$ cat config.mk
export PLATFORM = sky130hd
export DESIGN_NAME = cp0_intc_timer
export DESIGN_NICKNAME = d
export VERILOG_FILES = /design/src/rtl/cp0_intc_timer.sv
export SDC_FILE = /design/constraint.sdc
export NUM_CORES = 1
export LEC_CHECK = 0
export CORE_MARGIN = 3
export CORE_UTILIZATION = 44
export DETAILED_ROUTE_END_ITERATION = 8
export GPL_TIMING_DRIVEN = 0
export PLACE_DENSITY = 0.7
export SLEW_MARGIN = 10
export SYNTH_ARGS = -nofsm -noshare
export SYNTH_HDL_FRONTEND = slang
export SYNTH_SLANG_ARGS = --single-unit
$ cat constraint.sdc
create_clock -name clk -period 5.49 [get_ports clk]
set_clock_uncertainty 0.1 [all_clocks]
set_input_delay 0.549 -clock clk [delete_from_list [all_inputs] [get_ports clk]]
set_output_delay 0.549 -clock clk [all_outputs]
set_load 0.01 [all_outputs]
$ cat src/rtl/cp0_intc_timer.sv
// rtl/cp0_intc_timer.sv - CP0 with external interrupt lines, Count/Compare timer and eret
module cp0_intc_timer #(
    parameter int          HW_INT_N  = 5,
    parameter int          INT_LATCH = 0,
    parameter int          TIMER_EN  = 1,
    parameter int          TIMER_DIV = 1,
    parameter logic [31:0] PRID_VAL  = 32'h0000_5A07
) (
    input  logic                clk,
    input  logic                reset,
    input  logic                we,
    input  logic [4:0]          addr,
    input  logic [31:0]         wdata,
    output logic [31:0]         rdata,
    input  logic [31:0]         pc,
    input  logic                bd,
    input  logic [4:0]          exc_code,
    input  logic [HW_INT_N-1:0] hw_int,
    input  logic                eret,
    output logic                req,
    output logic [31:0]         epc_out,
    output logic                timer_irq
);

    localparam logic [4:0] HW_MASK  = 5'((32'd1 << HW_INT_N) - 32'd1);
    localparam logic [3:0] DIV_LAST = 4'(TIMER_DIV - 1);

    logic [31:0] count, compare, epc;
    logic [3:0]  div_cnt;
    logic [5:0]  im;
    logic        exl, ie, bd_r;
    logic [4:0]  ip_hw;
    logic        ip_tmr;
    logic [4:0]  exccode;

    logic [4:0]  hw_ext;
    logic [5:0]  ip;
    logic        int_req, exc_req, wr_ok;
    logic        wr_count, wr_compare, wr_sr, wr_cause, wr_epc;
    logic        div_wrap, inc, timer_set;
    logic [31:0] count_inc, epc_src;

    assign hw_ext  = 5'(hw_int);
    assign ip      = {ip_tmr, ip_hw};
    assign int_req = (|(ip & im)) & ie & ~exl;
    assign exc_req = (exc_code != 5'd0) & ~exl;
    assign req     = int_req | exc_req;

    // mtc0 loses to both exception entry and eret in the same cycle
    assign wr_ok      = we & ~req & ~eret;
    assign wr_count   = wr_ok && addr == 5'd9;
    assign wr_compare = wr_ok && addr == 5'd11;
    assign wr_sr      = wr_ok && addr == 5'd12;
    assign wr_cause   = wr_ok && addr == 5'd13;
    assign wr_epc     = wr_ok && addr == 5'd14;

    assign count_inc = count + 32'd1;
    assign div_wrap  = (div_cnt == DIV_LAST);
    assign inc       = div_wrap & ~wr_count;
    assign timer_set = inc && (count_inc == compare);
    assign epc_src   = bd ? pc - 32'd4 : pc;

    assign epc_out   = epc;
    assign timer_irq = ip_tmr;

    always_ff @(posedge clk) begin
        if (reset) begin
            count   <= '0;
            compare <= '0;
            div_cnt <= '0;
            im      <= '0;
            exl     <= 1'b0;
            ie      <= 1'b0;
            bd_r    <= 1'b0;
            ip_hw   <= '0;
            ip_tmr  <= 1'b0;
            exccode <= '0;
            epc     <= '0;
        end else begin
            if (INT_LATCH != 0)
                ip_hw <= ((wr_cause ? wdata[14:10] : ip_hw) | hw_ext) & HW_MASK;
            else
                ip_hw <= hw_ext;

            if (TIMER_EN != 0) begin
                if (wr_count) begin
                    count   <= wdata;
                    div_cnt <= '0;
                end else if (div_wrap) begin
                    count   <= count_inc;
                    div_cnt <= '0;
                end else begin
                    div_cnt <= div_cnt + 4'd1;
                end
                if (wr_compare)
                    compare <= wdata;
                // a match on this edge beats a Compare write clearing the bit
                ip_tmr <= timer_set | (ip_tmr & ~wr_compare);
            end

            if (req) begin
                exl     <= 1'b1;
                bd_r    <= bd;
                exccode <= int_req ? 5'd0 : exc_code;
                epc     <= {epc_src[31:2], 2'b00};
            end else if (eret) begin
                exl <= 1'b0;
            end else begin
                if (wr_sr) begin
                    im  <= wdata[15:10];
                    exl <= wdata[1];
                    ie  <= wdata[0];
                end
                if (wr_epc)
                    epc <= {wdata[31:2], 2'b00};
            end
        end
    end

    always_comb begin
        rdata = 32'd0;
        case (addr)
            5'd9:    rdata = count;
            5'd11:   rdata = compare;
            5'd12:   rdata = {16'd0, im, 8'd0, exl, ie};
            5'd13:   rdata = {bd_r, 15'd0, ip, 3'd0, exccode, 2'd0};
            5'd14:   rdata = epc;
            5'd15:   rdata = PRID_VAL;
            default: rdata = 32'd0;
        endcase
    end

endmodule
Word level (Yosys, flattened, before mapping)
Cells that the tools add are included.

word-level totals
  bits in registers = 118
  input port bits = 84
  output and inout bits = 66
  logic and storage cells = 62

operators by class
  add/subtract/negate cells = 3
  equality and inequality tests = 8
  muxes and demuxes = 11
  bitwise logic cells = 15
  reductions and logical operators = 14

operators by type and width
  cell                     number
  $mux W32                 6
  $pmux W32 S6             1
  $add A32 B1 Y32 const B  1
  $eq A32 B32 Y1           1
  $sub A32 B3 Y32 const B  1
  $eq A5 B4 Y1 const B     6
  $and A1 B1 Y1            7
  $and A6 B6 Y6            1
  $reduce_or A6 Y1         1
  $logic_and A1 B1 Y1      5
  $mux W5                  1
  $not A1 Y1               5
  $reduce_bool A5 Y1       1
  $add A4 B1 Y4 const B    1
  $logic_not A4 Y1         1
  $reduce_bool A2 Y1       2
  $mux W1                  3
  $reduce_and A3 Y1        1
  $reduce_bool A3 Y1       1
  $reduce_or A3 Y1         1
  $ne A2 B1 Y1 const B     1
  $or A1 B1 Y1             2
  $reduce_and A2 Y1        1

Depth between registers and ports, before layout
Gate-level depths: netlist (run 1).

  word-level depth = 13
  gate-level depth with buffers = 9
  gate-level depth less buffers = 9

Worst setup path before layout (run 1)
Ideal clock, no wire load.

  kind = input to output
  start point = input port addr[4]
  end point = output port rdata[10]
  arrival = 2021 ps
  required time = 4841 ps
  setup slack = 2820 ps
  stages on the path = 6
  buffers on the path = 2
  path through = nand3b_1 -> nor3b_1 -> clkbuf_1 -> buf_1 -> a22oi_1 -> nand2_1

between the ends
  longest elaborated chain between the ends = 2
  elaborated cells on any way between the ends = 7
  classes of those cells = 6 x eq/ne; 1 x mux

RTL lines
  what                RTL line  text
  start: declaration  12        input logic [4:0] addr,
  $eq A5 B4 Y1        122       case (addr)
  $pmux W32 S6 (*)    122
  end: declaration    14        output logic [31:0] rdata,

Every way passes the cells marked *; elsewhere a longest branch is shown, timed or not.

Final worst setup path (run 1)
  start point = input port addr[4]
  end point = output port rdata[8]

The elaborated chain is that of the path after synthesis.

==> impl_metrics.env, run 1 <==
export IMPL_p_leak_nw=3.487
export IMPL_clockBufferDepth=2
export IMPL_crit_buf_inv=5
export IMPL_cap_violations=0
export IMPL_reg2reg_to="timer_irq$_SDFF_PP0_"
export IMPL_dp_hpwl_um=21530
export IMPL_vias=7818
export IMPL_final_cell_mix="clkdlybuf4s50_1, nor2_1, dfxtp_1, nand2_1, xnor2_1"
export IMPL_r2r_slack_ns=2.55
export IMPL_grt_start_max_net_pins=17
export IMPL_worstRegToRegCells=9
export IMPL_critPathRequiredTime_ns=4.84
export IMPL_final_cell_area_um2=9657
export IMPL_fp_row_count=46
export IMPL_setup_viol=0
export IMPL_wl_per_cell_um=20.88
export IMPL_cts_setup_buffers=0
export IMPL_syn2layout_area_growth_pct=32.23
export IMPL_clk_pin_slew_worst_paths_ns=0.05
export IMPL_final_period_utilization_pct=82.68
export IMPL_p_per_area_nw_per_um2=250.8
export IMPL_cts_sinks=118
export IMPL_wl_um=27540
export IMPL_hold_path_depth=2
export IMPL_hold_class="reg -> reg"
export IMPL_holdPathEnd="exccode[0]$_SDFFE_PP0N_"
export IMPL_crit_path_end_kind="primary output"
export IMPL_path_class="in -> out"
export IMPL_grt_pass1_vias=7149
export IMPL_yosysWarnings=0
export IMPL_syn_inst=926
export IMPL_detail_route_first_pass_iterations=9
export IMPL_place_area_um2=9025
export IMPL_synth_edf_count=0
export IMPL_cp_depth=8
export IMPL_synthesis_area_um2=7303
export IMPL_start_util_pct=45.48
export IMPL_synthFlopType="dfxtp_1"
export IMPL_port_buffers=144
export IMPL_numCtsBuffers=17
export IMPL_violations="design-rule violations"
export IMPL_drive_gt1_share_pct=5.802
export IMPL_peakVddDrop_mv=0.1926
export IMPL_max_freq_mhz=220.3
export IMPL_ys_types=62
export IMPL_grt_pass1_wl_um=41280
export IMPL_avgSynthCellArea_um2=7.887
export IMPL_ctsResizeCount=0
export IMPL_status="finished, violations left"
export IMPL_cpLargestDelayFamily="buffers and inverters"
export IMPL_arrival_ns=3.89
export IMPL_timing_slew_headroom_pct=23.02
export IMPL_cts_root_buf="clkbuf_16"
export IMPL_r2r_start="count[12]$_SDFFE_PP0P_"
export IMPL_ys_ff_latch=118
export IMPL_insertion_delay_ns=0.42
export IMPL_dieArea_um2=18180
export IMPL_mostFrequentLayoutCell="clkdlybuf4s50_1"
export IMPL_ys_seq_area_share_pct=32.35
export IMPL_rsz0062_at_grt="no"
export IMPL_total_power_mw=2.422
export IMPL_die_x_um=134.8
export IMPL_antenna_found_initial=0
export IMPL_route_detailed_drc=1
export IMPL_via_per_inst=5.927
export IMPL_worstHoldStart="exccode[0]$_SDFFE_PP0N_"
export IMPL_place_gp_congestion=1.005
export IMPL_cts_hold_buffers=0
export IMPL_grt_ovfl_total=0
export IMPL_cp_cell_sequence="clkdlybuf4s50_1, nand3b_1, nor3b_1, clkbuf_1, clkbuf_1, a222oi_1, inv_1, clkdlybuf4s50_1"
export IMPL_nNetsFinal=1178
export IMPL_ios=150
export IMPL_crit_fanout=10
export IMPL_drv_slew=0
export IMPL_slowest_delay_ns=0.68
export IMPL_cts_max_level=4
export IMPL_drtIter0Drc=1005
export IMPL_coreArea_um2=16060
export IMPL_tns_ns=0
export IMPL_antenna_left=0
export IMPL_finalHoldViolations=0
export IMPL_grt_use_total_pct=29.59
export IMPL_cts_tree="built"
export IMPL_fin_crit_ns=4.539
export IMPL_async_reset_ff_share_pct=0
export IMPL_cpMaxStageDelayCell="nor3b_1"
export IMPL_die_y_um=134.8
export IMPL_startpoint_type="input pin"
export IMPL_worst_pin_slew_ns=1.139
export IMPL_antennaDiodeCount=0
## state kept, by name, summed over array words and instances, names as in the netlist
signal	flops
bd_r	1
im	6
exccode	5
ip_hw	5
ie	1
epc_out	30
div_cnt	4
timer_irq	1
compare	32
exl	1
count	32
## layout make-up
class / instances / area, um2
repair buffers: 144 / 1441
clock buffers: 19 / 452.9
flip-flops and latches: 118 / 2362
fillers: 1481 / 6401
inverters: 31 / 116.4
clock inverters: 13 / 178.9
plain buffers: 78 / 331.6
multi-input cells: 700 / 4503
well taps: 216 / 270.3
## Yosys cell counts (16+ instances only)
cell	n	area (um2)
xor2_1	43	376.6
dfxtp_1	118	2362
a211oi_1	29	217.7
nand4_1	26	162.7
a222oi_1	25	250.2
mux2i_1	45	450.4
inv_1	31	116.4
xnor2_1	64	560.5
nor3_1	29	145.1
clkbuf_1	55	206.5
nand2_1	86	322.8
a21oi_1	18	90.09
nand3_1	52	260.3
a311oi_1	23	201.4
buf_2	16	80.08
nor2_1	135	506.7
## cells by family after synthesis
family | synth area share (%)
other | 0.05135
AO/OA/AOI/OAI | 15.37
XOR/XNOR | 12.83
adder cells (fa/ha/maj) | 0.6853
flip-flops | 32.35
multiplexers | 6.322
AND/OR/NAND/NOR | 26.26
buffers and inverters | 6.133
## per-stage QoR
stage	setup WS, ns	std cells	hold slack [ns]	utilization [%]
2_1_floorplan	2.820	927	0.3313	-
3_3_place_gp	1.061	1287	0.3427	56.16
3_5_place_dp	1.027	1287	0.3448	56.20
4_1_cts	1.020	1319	0.3529	60.14
5_1_grt	0.8838	1319	0.3771	60.14
6_report	0.9511	1319	0.3508	60.14
## how the worst max path moves through the flow
stage / from / to / slack, ns
global route: addr[4] / rdata[8] / 0.88
global placement: addr[4] / rdata[8] / 1.06
floorplan: addr[4] / rdata[10] / 2.82
finish: addr[4] / rdata[8] / 0.95
CTS: addr[4] / rdata[8] / 1.02
detailed placement: addr[4] / rdata[8] / 1.03
## power breakdown
| part | internal (mW) | switching, mW | total (mW) |
|---|---|---|---|
| Combinational | 0.143 | 0.151 | 0.295 |
| Clock | 0.780 | 0.422 | 1.20 |
| Sequential | 0.888 | 0.0370 | 0.925 |
## routing by layer
metal  global-route usage, %  vias to the layer above  routed length, um  share of wire [%]
met5                       0                        -                  0                  0
li1                        -                     3643                  -                  -
met1                   39.89                     3652              11480                 42
met2                   46.64                      460              12340                 45
met4                   11.14                        0                873                3.2
met3                   6.334                       63               2850                 10
## tightest hold or removal path: cells and delay by family, from the launching register on
kind             cells  cell delay (ns)
flip-flops           1             0.31
AO/OA/AOI/OAI        1             0.05
AND/OR/NAND/NOR      1             0.05
Note: power is estimated with default switching activity, not from simulation.
==> run 2: changes to the inputs <==
==> constraint.sdc (replaced) <==
create_clock -name clk -period 4.6 [get_ports clk]
set_clock_uncertainty 0.1 [all_clocks]
set_input_delay 0.46 -clock clk [delete_from_list [all_inputs] [get_ports clk]]
set_output_delay 0.46 -clock clk [all_outputs]
set_load 0.01 [all_outputs]
==> results of run 2 <==
The final DEF is identical to that of run 1. Status: finished, violations left: design-rule violations.
Among the figures that moved: setup slack after placement 1.027 ns -> 0.3154 ns; setup slack after layout 0.9511 ns -> 0.2391 ns; register-to-register setup slack 2.55 ns -> 1.66 ns; total power 2.422 mW -> 2.891 mW; worst IR drop on VDD 0.1926 mV -> 0.2299 mV
